**src/rtl/mem_req_arbiter_rr.sv**
```systemverilog
// Two-requester round-robin arbiter sharing one 16B memory port, with in-order response steering.
// Optional build macro MEM_ARB_FIXED_PRIO_EN selects strict fixed priority (requester 0 always wins).
module mem_req_arbiter_rr #(
    parameter int p_max_outstanding = 2
) (
    input  logic         clk,
    input  logic         reset,
    input  logic [174:0] req0_msg,
    input  logic         req0_val,
    output logic         req0_rdy,
    input  logic [174:0] req1_msg,
    input  logic         req1_val,
    output logic         req1_rdy,
    output logic [144:0] resp0_msg,
    output logic         resp0_val,
    input  logic         resp0_rdy,
    output logic [144:0] resp1_msg,
    output logic         resp1_val,
    input  logic         resp1_rdy,
    output logic [174:0] memreq_msg,
    output logic         memreq_val,
    input  logic         memreq_rdy,
    input  logic [144:0] memresp_msg,
    input  logic         memresp_val,
    output logic         memresp_rdy
);
    localparam int CW = $clog2(p_max_outstanding + 1);
    localparam int PW = (p_max_outstanding > 1) ? $clog2(p_max_outstanding) : 1;
    localparam logic [CW-1:0] FULL_COUNT = CW'(p_max_outstanding);
    localparam logic [PW-1:0] LAST_PTR = PW'(p_max_outstanding - 1);

    // Handshake: a transfer fires on a port in any cycle where its val and rdy are both high;
    // reset forces every val and rdy low so nothing transfers while it is asserted.

    logic [p_max_outstanding-1:0] ids;
    logic [PW-1:0]                head_ptr;
    logic [PW-1:0]                tail_ptr;
    logic [CW-1:0]                count;
    logic                         full;
    logic                         empty;
    logic                         any_req;
    logic                         winner;
    logic                         head_id;
    logic                         req_fire;
    logic                         resp_fire;

    function automatic logic [PW-1:0] next_ptr(input logic [PW-1:0] ptr);
        return (ptr == LAST_PTR) ? '0 : ptr + PW'(1);
    endfunction

    assign full    = (count == FULL_COUNT);
    assign empty   = (count == '0);
    assign any_req = req0_val | req1_val;
    assign head_id = ids[head_ptr];

`ifdef MEM_ARB_FIXED_PRIO_EN
    always_comb begin
        winner = !req0_val && req1_val;
    end
`else
    logic prio;

    always_comb begin
        winner = 1'b0;
        if (req0_val && req1_val) begin
            winner = prio;
        end else begin
            winner = req1_val;
        end
    end

    always_ff @(posedge clk) begin
        if (reset) begin
            prio <= 1'b0;
        end else if (req_fire) begin
            prio <= !winner;
        end
    end
`endif

    // Request side: full is taken from the registered count, so a same-cycle pop cannot unblock a push.
    assign memreq_msg = winner ? req1_msg : req0_msg;
    assign memreq_val = !reset && any_req && !full;
    assign req0_rdy   = !reset && !winner && memreq_rdy && !full && any_req;
    assign req1_rdy   = !reset && winner && memreq_rdy && !full && any_req;
    assign req_fire   = memreq_val && memreq_rdy;

    // Response side never looks at the request ports, keeping resp*_rdy off the req*_rdy path.
    assign resp0_msg   = memresp_msg;
    assign resp1_msg   = memresp_msg;
    assign resp0_val   = !reset && memresp_val && !empty && !head_id;
    assign resp1_val   = !reset && memresp_val && !empty && head_id;
    assign memresp_rdy = !reset && !empty && (head_id ? resp1_rdy : resp0_rdy);
    assign resp_fire   = memresp_val && memresp_rdy;

    always_ff @(posedge clk) begin
        if (reset) begin
            head_ptr <= '0;
            tail_ptr <= '0;
            count    <= '0;
        end else begin
            if (req_fire) begin
                ids[tail_ptr] <= winner;
                tail_ptr      <= next_ptr(tail_ptr);
            end
            if (resp_fire) begin
                head_ptr <= next_ptr(head_ptr);
            end
            case ({req_fire, resp_fire})
                2'b10:   count <= count + CW'(1);
                2'b01:   count <= count - CW'(1);
                default: count <= count;
            endcase
        end
    end
endmodule
```
**config.mk**
```make
export PLATFORM = sky130hd
export DESIGN_NAME = mem_req_arbiter_rr
export DESIGN_NICKNAME = d
export VERILOG_FILES = /design/src/rtl/mem_req_arbiter_rr.sv
export SDC_FILE = /design/constraint.sdc
export NUM_CORES = 1
export LEC_CHECK = 0
export CORE_AREA = 2 2 377 379
export CTS_CLUSTER_DIAMETER = 30
export DETAILED_ROUTE_END_ITERATION = 10
export DIE_AREA = 0 0 379 381
export GPL_ROUTABILITY_DRIVEN = 0
export HOLD_SLACK_MARGIN = 0.06
export PLACE_DENSITY = 0.32
export SLEW_MARGIN = 15
export SYNTH_ARGS = -nofsm -noshare
export SYNTH_HDL_FRONTEND = slang
export SYNTH_SLANG_ARGS = --single-unit
```
**constraint.sdc**
```tcl
create_clock -name clk -period 2.75 [get_ports clk]
set_input_delay 0.4125 -clock clk [delete_from_list [all_inputs] [get_ports clk]]
set_output_delay 0.4125 -clock clk [all_outputs]
set_load 0.005 [all_outputs]
```
=== After elaboration in Yosys (flattened, before gate mapping) ===
Cells that the tools add are included.

* ROM bits: 0
* Memories: 0
* Register bits after elaboration: 7
* Bits in latches: 0
* Word-level logic and storage cells: 56
* RAM bits: 0

* Reduce and logical (&&, ||, !) cells: 28
* Multipliers: 0
* $add $sub $neg: 4
* Eq/ne operators: 3
* Shift-type cells: 0
* Divide/modulo/power cells: 0
* Magnitude comparators: 3
* Bitwise operators: 2
* Muxes and demuxes: 11

{| class="wikitable"
|+ Operators by type and width
! kind !! count
|-
| two-way mux 175 bit || 1
|-
| logical AND 1 bit || 20
|-
| two-way mux 1 bit || 7
|-
| zero test 1 bit || 5
|-
| equality test 2 bit (second input constant) || 2
|-
| < comparator 1 x 2 -> 1 bit (second input constant) || 2
|-
| case mux 2 bit (2 select lines) || 1
|-
| adder 1 bit (second input constant) || 2
|-
| adder 2 x 1 -> 2 bit (second input constant) || 1
|-
| bitwise mux 2 bit || 1
|-
| equality test 2 x 1 -> 1 bit (second input constant) || 1
|-
| zero test 2 bit || 1
|-
| AND reduction 2 bit || 1
|-
| nonzero test 2 bit || 1
|-
| subtractor 2 x 1 -> 2 bit (second input constant) || 1
|-
| demux 1 bit (select 1 bit) || 1
|-
| >= comparator 1 bit (second input constant) || 1
|-
| inverter 1 bit || 1
|-
| OR 1 bit || 1
|}

=== Depth between registers and ports, before layout ===
Gate-level depths: netlist (run 1).

* Depth after elaboration: 7
* Gate-level depth with buffers: 7
* Depth with buffers taken out: 7

=== Least setup slack after synthesis (run 1) ===
No wires, ideal clock.

* Kind: register to register
* From: reg head_ptr
* To: reg count[1]
* Buffers on the path: 0
* Stages on the path, launching flop included: 7
* Clock period less this slack: 1789 ps
* Data arrival time: 1719 ps
* Path slack: 961 ps
* Library setup time: 70 ps
* Cells stage by stage: dfxtp_1 -> mux2i_1 -> mux2i_1 -> nor2_1 -> ha_1 -> or3_1 -> a21oi_1

* Word-level cells in the longest chain between the ends: 7
* Elaborated cells between the ends (all ways): 9
* Those cells by class: 2 x eq/ne; 4 x mux; 3 x reduce/logical

{| class="wikitable"
|+ RTL lines
! item !! RTL line !! RTL
|-
| from (decl) || 36 || <nowiki>logic [PW-1:0] head_ptr;</nowiki>
|-
| from (signal assigned) || 107 || <nowiki>head_ptr <= next_ptr(head_ptr);</nowiki>
|-
| two-way mux 1 bit (not written as such) (*) (2 in series) || 54 || <nowiki>assign head_id = ids[head_ptr];</nowiki>
|-
| two-way mux 1 bit (*) || 93 || <nowiki>assign memresp_rdy = !reset && !empty && (head_id ? resp1_rdy : resp0_rdy);</nowiki>
|-
| logical AND 1 bit (*) || 93 ||
|-
| logical AND 1 bit (*) || 94 || <nowiki>assign resp_fire = memresp_val && memresp_rdy;</nowiki>
|-
| net resp_fire || 45 || <nowiki>logic resp_fire;</nowiki>
|-
| equality test 2 x 1 -> 1 bit / equality test 2 bit (equally long branches) || 109 || <nowiki>case ({req_fire, resp_fire})</nowiki>
|-
| case mux 2 bit (2 select lines) / nonzero test 2 bit (equally long branches) || n/a ||
|-
| to (signal assigned) || 110 || <nowiki>2'b10: count <= count + CW'(1);</nowiki>
|-
| to (signal assigned) || 111 || <nowiki>2'b01: count <= count - CW'(1);</nowiki>
|-
| to (signal assigned) || 112 || <nowiki>default: count <= count;</nowiki>
|-
| to (decl) || 38 || <nowiki>logic [CW-1:0] count;</nowiki>
|}

Mark *: on every way through the listed nets, which the timed path passes. The rest lies on a longest branch. The select of a mux whose other input is x is not followed.
A chain may end at the register's enable or synchronous reset.

=== Final worst setup path (run 1) ===
* From: in req0_val
* To: out req1_rdy

* Word-level cells in the longest chain between the ends: 6
* Elaborated cells between the ends (all ways): 7
* Those cells by class: 1 x mux; 1 x bitwise; 5 x reduce/logical

{| class="wikitable"
|+ RTL lines
! item !! RTL line !! RTL
|-
| from (decl) || 9 || <nowiki>input logic req0_val,</nowiki>
|-
| logical AND 1 bit || 65 || <nowiki>if (req0_val && req1_val) begin</nowiki>
|-
| two-way mux 1 bit || 65 ||
|-
| logical AND 1 bit (3 in series) || 85 || <nowiki>assign req1_rdy = !reset && winner && memreq_rdy && !full && any_req;</nowiki>
|-
| logical AND 1 bit (*) || 85 ||
|-
| to (decl) || 13 || <nowiki>output logic req1_rdy,</nowiki>
|}

Every way passes the cells marked *; elsewhere a longest branch is shown, timed or not.

==> results.md, run 1 <==
| Parameter | This run | Unit |
|---|---|---|
| Status | completed | - |
| Instance area at placement | 0.0106 | mm2 |
| Critical Path End Type | primary output | - |
| Cell accounting for the most synthesized area | sky130_fd_sc_hd__buf_4 | - |
| Setup repair after global routing missed its margin | true | - |
| Dominant synthesized flop cell | sky130_fd_sc_hd__dfxtp_1 | - |
| Logic depth of the worst register-to-register path | 6 | - |
| Die footprint | 0.144 | mm2 |
| Arrival time of data at the critical path endpoint | 2240 | ps |
| Ports placed on the boundary | 974 | - |
| Setup-violating endpoint count in the final report | 0 | - |
| Total half-perimeter wirelength after legalization and detailed placement | 66800 | um |
| WS Path Type | input port to primary output | - |
| Area share of the largest cell type after synthesis | 46.5 | % |
| Initial Utilization | 3.33 | % |
| Total congestion overflow | 0 | - |
| Synth Register Bits | 7 | - |
| Via count of the first global-routing pass | 6810 | - |
| Net count reported at finish | 1664 | - |
| Count of different cell masters after synthesis | 25 | - |
| Most instantiated cells after synthesis | 525 x sky130_fd_sc_hd__nand2_1, 290 x sky130_fd_sc_hd__buf_4, 18 x sky130_fd_sc_hd__buf_2, 15 x sky130_fd_sc_hd__clkbuf_1, 9 x sky130_fd_sc_hd__nor2_1 | - |
| Area growth from synthesis to layout | 134 | % |
| Post-route design area | 0.0110 | mm2 |
| Highest attainable clock frequency | 378 | MHz |
| Max VDD drop | 0.209 | mV |
| Leakage power total | 4.23 | nW |
| DIE WIDTH | 379 | um |
| First drt pass iteration count | 4 | - |
| Most frequently used cell type in the post-synthesis netlist | sky130_fd_sc_hd__nand2_1 | - |
| Min Hold Slack | 503 | ps |
| Sum of routed wire length over all layers | 74500 | um |
| Die outline height | 381 | um |
| Count of endpoints failing hold in the final timing report | 0 | - |
| Count of mapped cells out of synthesis | 894 | - |
| Number of maximum-capacitance violations | 0 | - |
| Number of enable-type register cells in the synthesized netlist | 2 | - |
| Post-route minimum period | 2650 | ps |
| Violation count after the first detailed-routing iteration | 258 | - |
| Reg-to-Reg End | count[1] | - |
| Syn Nets | 1398 | - |
| Share of synthesized flip-flops with an asynchronous set or reset | 0 | % |
| TritonCTS clock tree | yes | - |
| Clock transition time at the flip-flop clock pins of the worst setup and hold paths | 40 | ps |
| Clk Tree Root Cell | sky130_fd_sc_hd__clkbuf_16 | - |
| Top post-synthesis cells by area | sky130_fd_sc_hd__buf_4 46%, sky130_fd_sc_hd__nand2_1 42%, sky130_fd_sc_hd__dfxtp_1 2.1% | - |
| Sink count of the clock tree | 7 | - |
| Number of vias after detailed routing | 6533 | - |
| Share of post-route cells with drive strength above 1 | 6.04 | % |
| Hold WC Path Type | register to register | - |
| Via-to-Cell Ratio | 2.14 | - |
| Launch point of the worst reg-to-reg path | head_ptr | - |
| Pin count of the biggest net entering global routing | 27 | - |
| Critical path startpoint | req0_val | - |
| Wirelength per Cell | 24.4 | um |
| Part of the cycle the worst path needs | 96.3 | % |
| Residual DRC | 0 | - |
| Slack of the worst reg-to-reg path | 760 | ps |
| Max Fanout on Critical Path | 22 | - |
| Worst setup path end | req1_rdy | - |
| PwrDens | 198 | mW/mm2 |
| Gr usage total | 9.74 | % |
| CP Launch Type | input port | - |
| Number of buffers inserted by port buffering | 538 | - |
| Core outline area | 0.141 | mm2 |
| Fill count | 16700 | - |
| Row cnt | 138 | - |
| Remaining antenna violation count after routing | 0 | - |
| Global-route wire length before repair | 88400 | um |
| Area of the mapped netlist | 0.00468 | mm2 |
| Clock skew | 0.393 | ps |
| Latest clock arrival within the worst-skew pair | 230 | ps |
| Final slew viol count | 0 | - |
| Largest buffer count on any clock path | 2 | - |
| Max transition margin | 72.9 | % |
| Syn Area/Cell | 5.24 | um2 |
| Number of clock buffers inserted by TritonCTS | 3 | - |
| CTS H-tree lvls | 1 | - |
| Initial antenna violation count | 52 | - |
| Transition time at the pin with the least slew margin | 404 | ps |
| Yosys warns | 0 | - |
| Crit path required time | 2340 | ps |
| Proportion of synthesized chip area in sequential cells | 3.42 | % |
[report_power, final]
part	internal (mW)	leakage, nW	switching [mW]
sequential	0.113	0.0594	0.00561
clock	0.193	0.0382	0.0538
combinational	1.10	4.13	0.703
[worst max-delay path: stages]
cell and delay [ps]:
sky130_fd_sc_hd__dlygate4sd2_1 260, sky130_fd_sc_hd__inv_2 80, sky130_fd_sc_hd__o21ai_4 60, sky130_fd_sc_hd__buf_12 170
sky130_fd_sc_hd__bufbuf_16 330, sky130_fd_sc_hd__buf_4 190, sky130_fd_sc_hd__nor2_2 160, sky130_fd_sc_hd__clkdlybuf4s50_1 530
[layout by cell type, fill, tap and decap left out, drive strengths merged]
cell / n
xnor2: 2
o21ai: 3
clkdlybuf4s50: 525
diode: 3
inv: 5
edfxtp: 2
nand2b: 1
buf: 59
or3: 2
clkbuf: 4
a211oi: 1
nor2: 9
clkdlybuf4s15: 1
dlygate4sd2: 1
mux2i: 2
ha: 1
xor2: 1
nor2b: 1
a21oi: 2
nor3: 1
o211ai: 1
o2111ai: 1
dfxtp: 5
o211a: 1
nand2: 525
bufbuf: 3
[worst min-delay path by stage]
stage | from | endpoint | slack (ps) | depth (start not counted)
2_1_floorplan | prio | prio | 440 | 2
3_3_place_gp | head_ptr | head_ptr | 490 | 2
3_5_place_dp | head_ptr | head_ptr | 500 | 2
4_1_cts | head_ptr | head_ptr | 500 | 2
5_1_grt | prio | prio | 540 | 2
6_report | head_ptr | head_ptr | 500 | 2
[through the flow]
stage | total power, mW | instances | setup WS (ps) | util [%] | TNS (ps)
after floorplan | 0.839 | 894 | 961 | - | 0
after global placement | 1.87 | 3035 | -228 | 7.51 | -18830
after detailed placement | 1.86 | 3035 | -248 | 7.51 | -21900
after CTS | 2.23 | 3049 | 7.02 | 7.78 | 0
after global routing | 2.34 | 3050 | -2.18 | 7.79 | -2.98
final | 2.17 | 3052 | 102 | 7.79 | 0
[timing repair]
item                       CTS  global route
pin swaps                    0             0
hold buffers                 0             0
gates cloned                 5             0
hold endpoints to repair     0             0
buffers inserted             5             0
gates resized for setup     12             7
setup endpoints to repair  165            20
[layout make-up]
class	instances	area (um2)	area share, %
timing repair buffer	589	6130	56.0
tap	1890	2360	21.6
multi-input combinational	554	2170	19.8
sequential	7	160	1.46
clock buffer	4	78.8	0.720
inverter	5	35.0	0.320
antenna	3	7.51	0.0685
[layer usage]
metal | up-vias | wire length, um | GRT usage (%)
li1 | 2911 | - | -
met4 | 8 | 561 | 0.279
met2 | 789 | 33600 | 16.1
met3 | 68 | 14300 | 7.80
met5 | - | 175 | 0.876
met1 | 2757 | 25900 | 9.98
[kinds of logic after synthesis]
logic type,Yosys count,share of synthesized area [%]
multiplexers,2,0.427
AND/OR/NAND/NOR,539,43.4
flip-flops,7,3.42
buffers and inverters,333,50.4
XOR/XNOR,3,0.561
adder cells (fa/ha/maj),1,0.267
AO/OA/AOI/OAI,9,1.47
[sequential cells by signal (all words and copies together), names as in the netlist]
name	flops
head_ptr	1
prio	1
tail_ptr	1
count	2
ids	2
Note: power is estimated with default switching activity, not from simulation.
==> run 2, diff against run 1 <==
--- a/config.mk
+++ b/config.mk
@@ -11,6 +11,7 @@
 export DIE_AREA = 0 0 379 381
 export GPL_ROUTABILITY_DRIVEN = 0
 export HOLD_SLACK_MARGIN = 0.06
+export MAX_ROUTING_LAYER = met4
 export PLACE_DENSITY = 0.32
 export SLEW_MARGIN = 15
 export SYNTH_ARGS = -nofsm -noshare
==> results.md, run 2 (synthesized netlist as in run 1, its figures left out) <==
| Parameter | This run | Unit |
|---|---|---|
| Die outline height | 381 | um |
| Max VDD drop | 0.209 | mV |
| CP max stage delay | 500 | ps |
| Final sum of negative setup slack | 0 | ps |
| Area growth from synthesis to layout | 135 | % |
| Registers with the most flip-flops | count (2), ids (2) | - |
| Clk Tree Root Cell | sky130_fd_sc_hd__clkbuf_16 | - |
| Critical Path End Type | primary output | - |
| Number of vias after detailed routing | 6593 | - |
| Via count of the first global-routing pass | 6866 | - |
| WS Path Type | input port to primary output | - |
| Leading cell types in the layout, fill and taps excluded | 525 x sky130_fd_sc_hd__nand2_1, 525 x sky130_fd_sc_hd__clkdlybuf4s50_1, 34 x sky130_fd_sc_hd__buf_4 | - |
| Number of maximum-capacitance violations | 0 | - |
| Master of the slowest instance on the critical path | sky130_fd_sc_hd__clkdlybuf4s50_1 | - |
| Count of endpoints failing hold in the final timing report | 0 | - |
| Share of post-route cells with drive strength above 1 | 6.12 | % |
| Initial Utilization | 3.33 | % |
| Row cnt | 138 | - |
| Max transition margin | 73.0 | % |
| Final Total Pwr | 2.18 | mW |
| Sum of routed wire length over all layers | 74900 | um |
| Wirelength per Cell | 24.5 | um |
| Latest clock arrival within the worst-skew pair | 230 | ps |
| Number of buffers inserted by port buffering | 538 | - |
| Hold buffer count at cts | 0 | - |
| Post-route minimum period | 2640 | ps |
| Highest attainable clock frequency | 378 | MHz |
| Arrival time of data at the critical path endpoint | 2230 | ps |
| Via-to-Cell Ratio | 2.16 | - |
| Max Fanout on Critical Path | 20 | - |
| Violation count after the first detailed-routing iteration | 284 | - |
| Sink count of the clock tree | 7 | - |
| Crit path cell chain | dlygate4sd2_1, inv_2, o21ai_4, buf_12, buf_12, buf_16, buf_4, nand2_1, nand2_1, clkdlybuf4s50_1 | - |
| PwrDens | 198 | mW/mm2 |
| Largest buffer count on any clock path | 2 | - |
| First drt pass iteration count | 4 | - |
| Pin count of the biggest net entering global routing | 27 | - |
| Transition time at the pin with the least slew margin | 403 | ps |
| Setup-violating endpoint count in the final report | 0 | - |
| Leakage power total | 4.25 | nW |
| TritonCTS clock tree | yes | - |
| Clock skew | 0.309 | ps |
| Min Hold Slack | 502 | ps |
| Part of the cycle the worst path needs | 96.1 | % |
| Status | completed | - |
| Total half-perimeter wirelength after legalization and detailed placement | 66800 | um |
| Remaining antenna violation count after routing | 0 | - |
| Final setup margin | 107 | ps |
| Slack of the worst reg-to-reg path | 770 | ps |
| Crit path required time | 2340 | ps |
| DIE WIDTH | 379 | um |
| Net count reported at finish | 1665 | - |
| CTS H-tree lvls | 1 | - |
| Die footprint | 0.144 | mm2 |
| Placement-stage worst setup slack | -248 | ps |
| Core outline area | 0.141 | mm2 |
| Final slew viol count | 0 | - |
| Utilization after layout | 7.81 | % |
| Number of clock buffers inserted by TritonCTS | 3 | - |
| Initial antenna violation count | 52 | - |
| Gr usage total | 10.0 | % |
| Total congestion overflow | 0 | - |
| Clock transition time at the flip-flop clock pins of the worst setup and hold paths | 40 | ps |
| CP Launch Type | input port | - |
| Ports placed on the boundary | 974 | - |
| Global-route wire length before repair | 88300 | um |
| Setup repair after global routing missed its margin | true | - |
| Hold WC Path Type | register to register | - |
| Residual DRC | 0 | - |
## run 2: changes by cell type in the layout (fill, tap and decap cells not counted), sizes merged
| cell | delta |
|---|---|
| buf | -1 |
| diode | +1 |
| clkbuf | +1 |
| bufbuf | +1 |
| clkdlybuf4s15 | -1 |
| dlygate4sd2 | +1 |
## run 2: final timing paths
kind	endpoint	from	depth (start not counted)
min reg2reg	head_ptr	head_ptr	2
max reg2reg	count[1]	head_ptr	6
min	head_ptr	head_ptr	2
max	memreq_msg[73]	req0_val	10
## run 2: metrics by stage
| stage | cells | cell area, um2 |
|---|---|---|
| 2_1_floorplan | 894 | 4680 |
| 4_1_cts | 3049 | 10900 |
| 3_3_place_gp | 3035 | 10600 |
| 6_report | 3054 | 11000 |
| 5_1_grt | 3052 | 11000 |
| 3_5_place_dp | 3035 | 10600 |
## run 2: final cells by class
type                       instances  area (um2)
fill                           16700      130000
timing repair buffer             590        6160
tap                             1890        2360
multi-input combinational        554        2170
sequential                         7         160
clock buffer                       4        78.8
inverter                           5        35.0
antenna                            4        10.0
## run 2: per-layer routing
| metal | track usage, % | share of wire (%) |
|---|---|---|
| met2 | 16.1 | 45 |
| met5 | - | 0 |
| met3 | 7.65 | 19 |
| met1 | 10.1 | 35 |
| met4 | 0.294 | 0.73 |
## run 2: critical path, delay by kind of cell
kind	cells	cell delay, ps
buf+inv	7	1520
simple gates	2	100
compound gates	1	140
## run 2: repair_timing
| item | CTS | global route |
|---|---|---|
| setup endpoints to repair | 165 | 19 |
| cloned | 5 | 1 |
| gates resized for setup | 12 | 5 |
| buffers inserted | 5 | 0 |
## run 2: power by group
part	internal (mW)	switching [mW]
combinational	1.10	0.709
clock	0.193	0.0537
sequential	0.113	0.00556
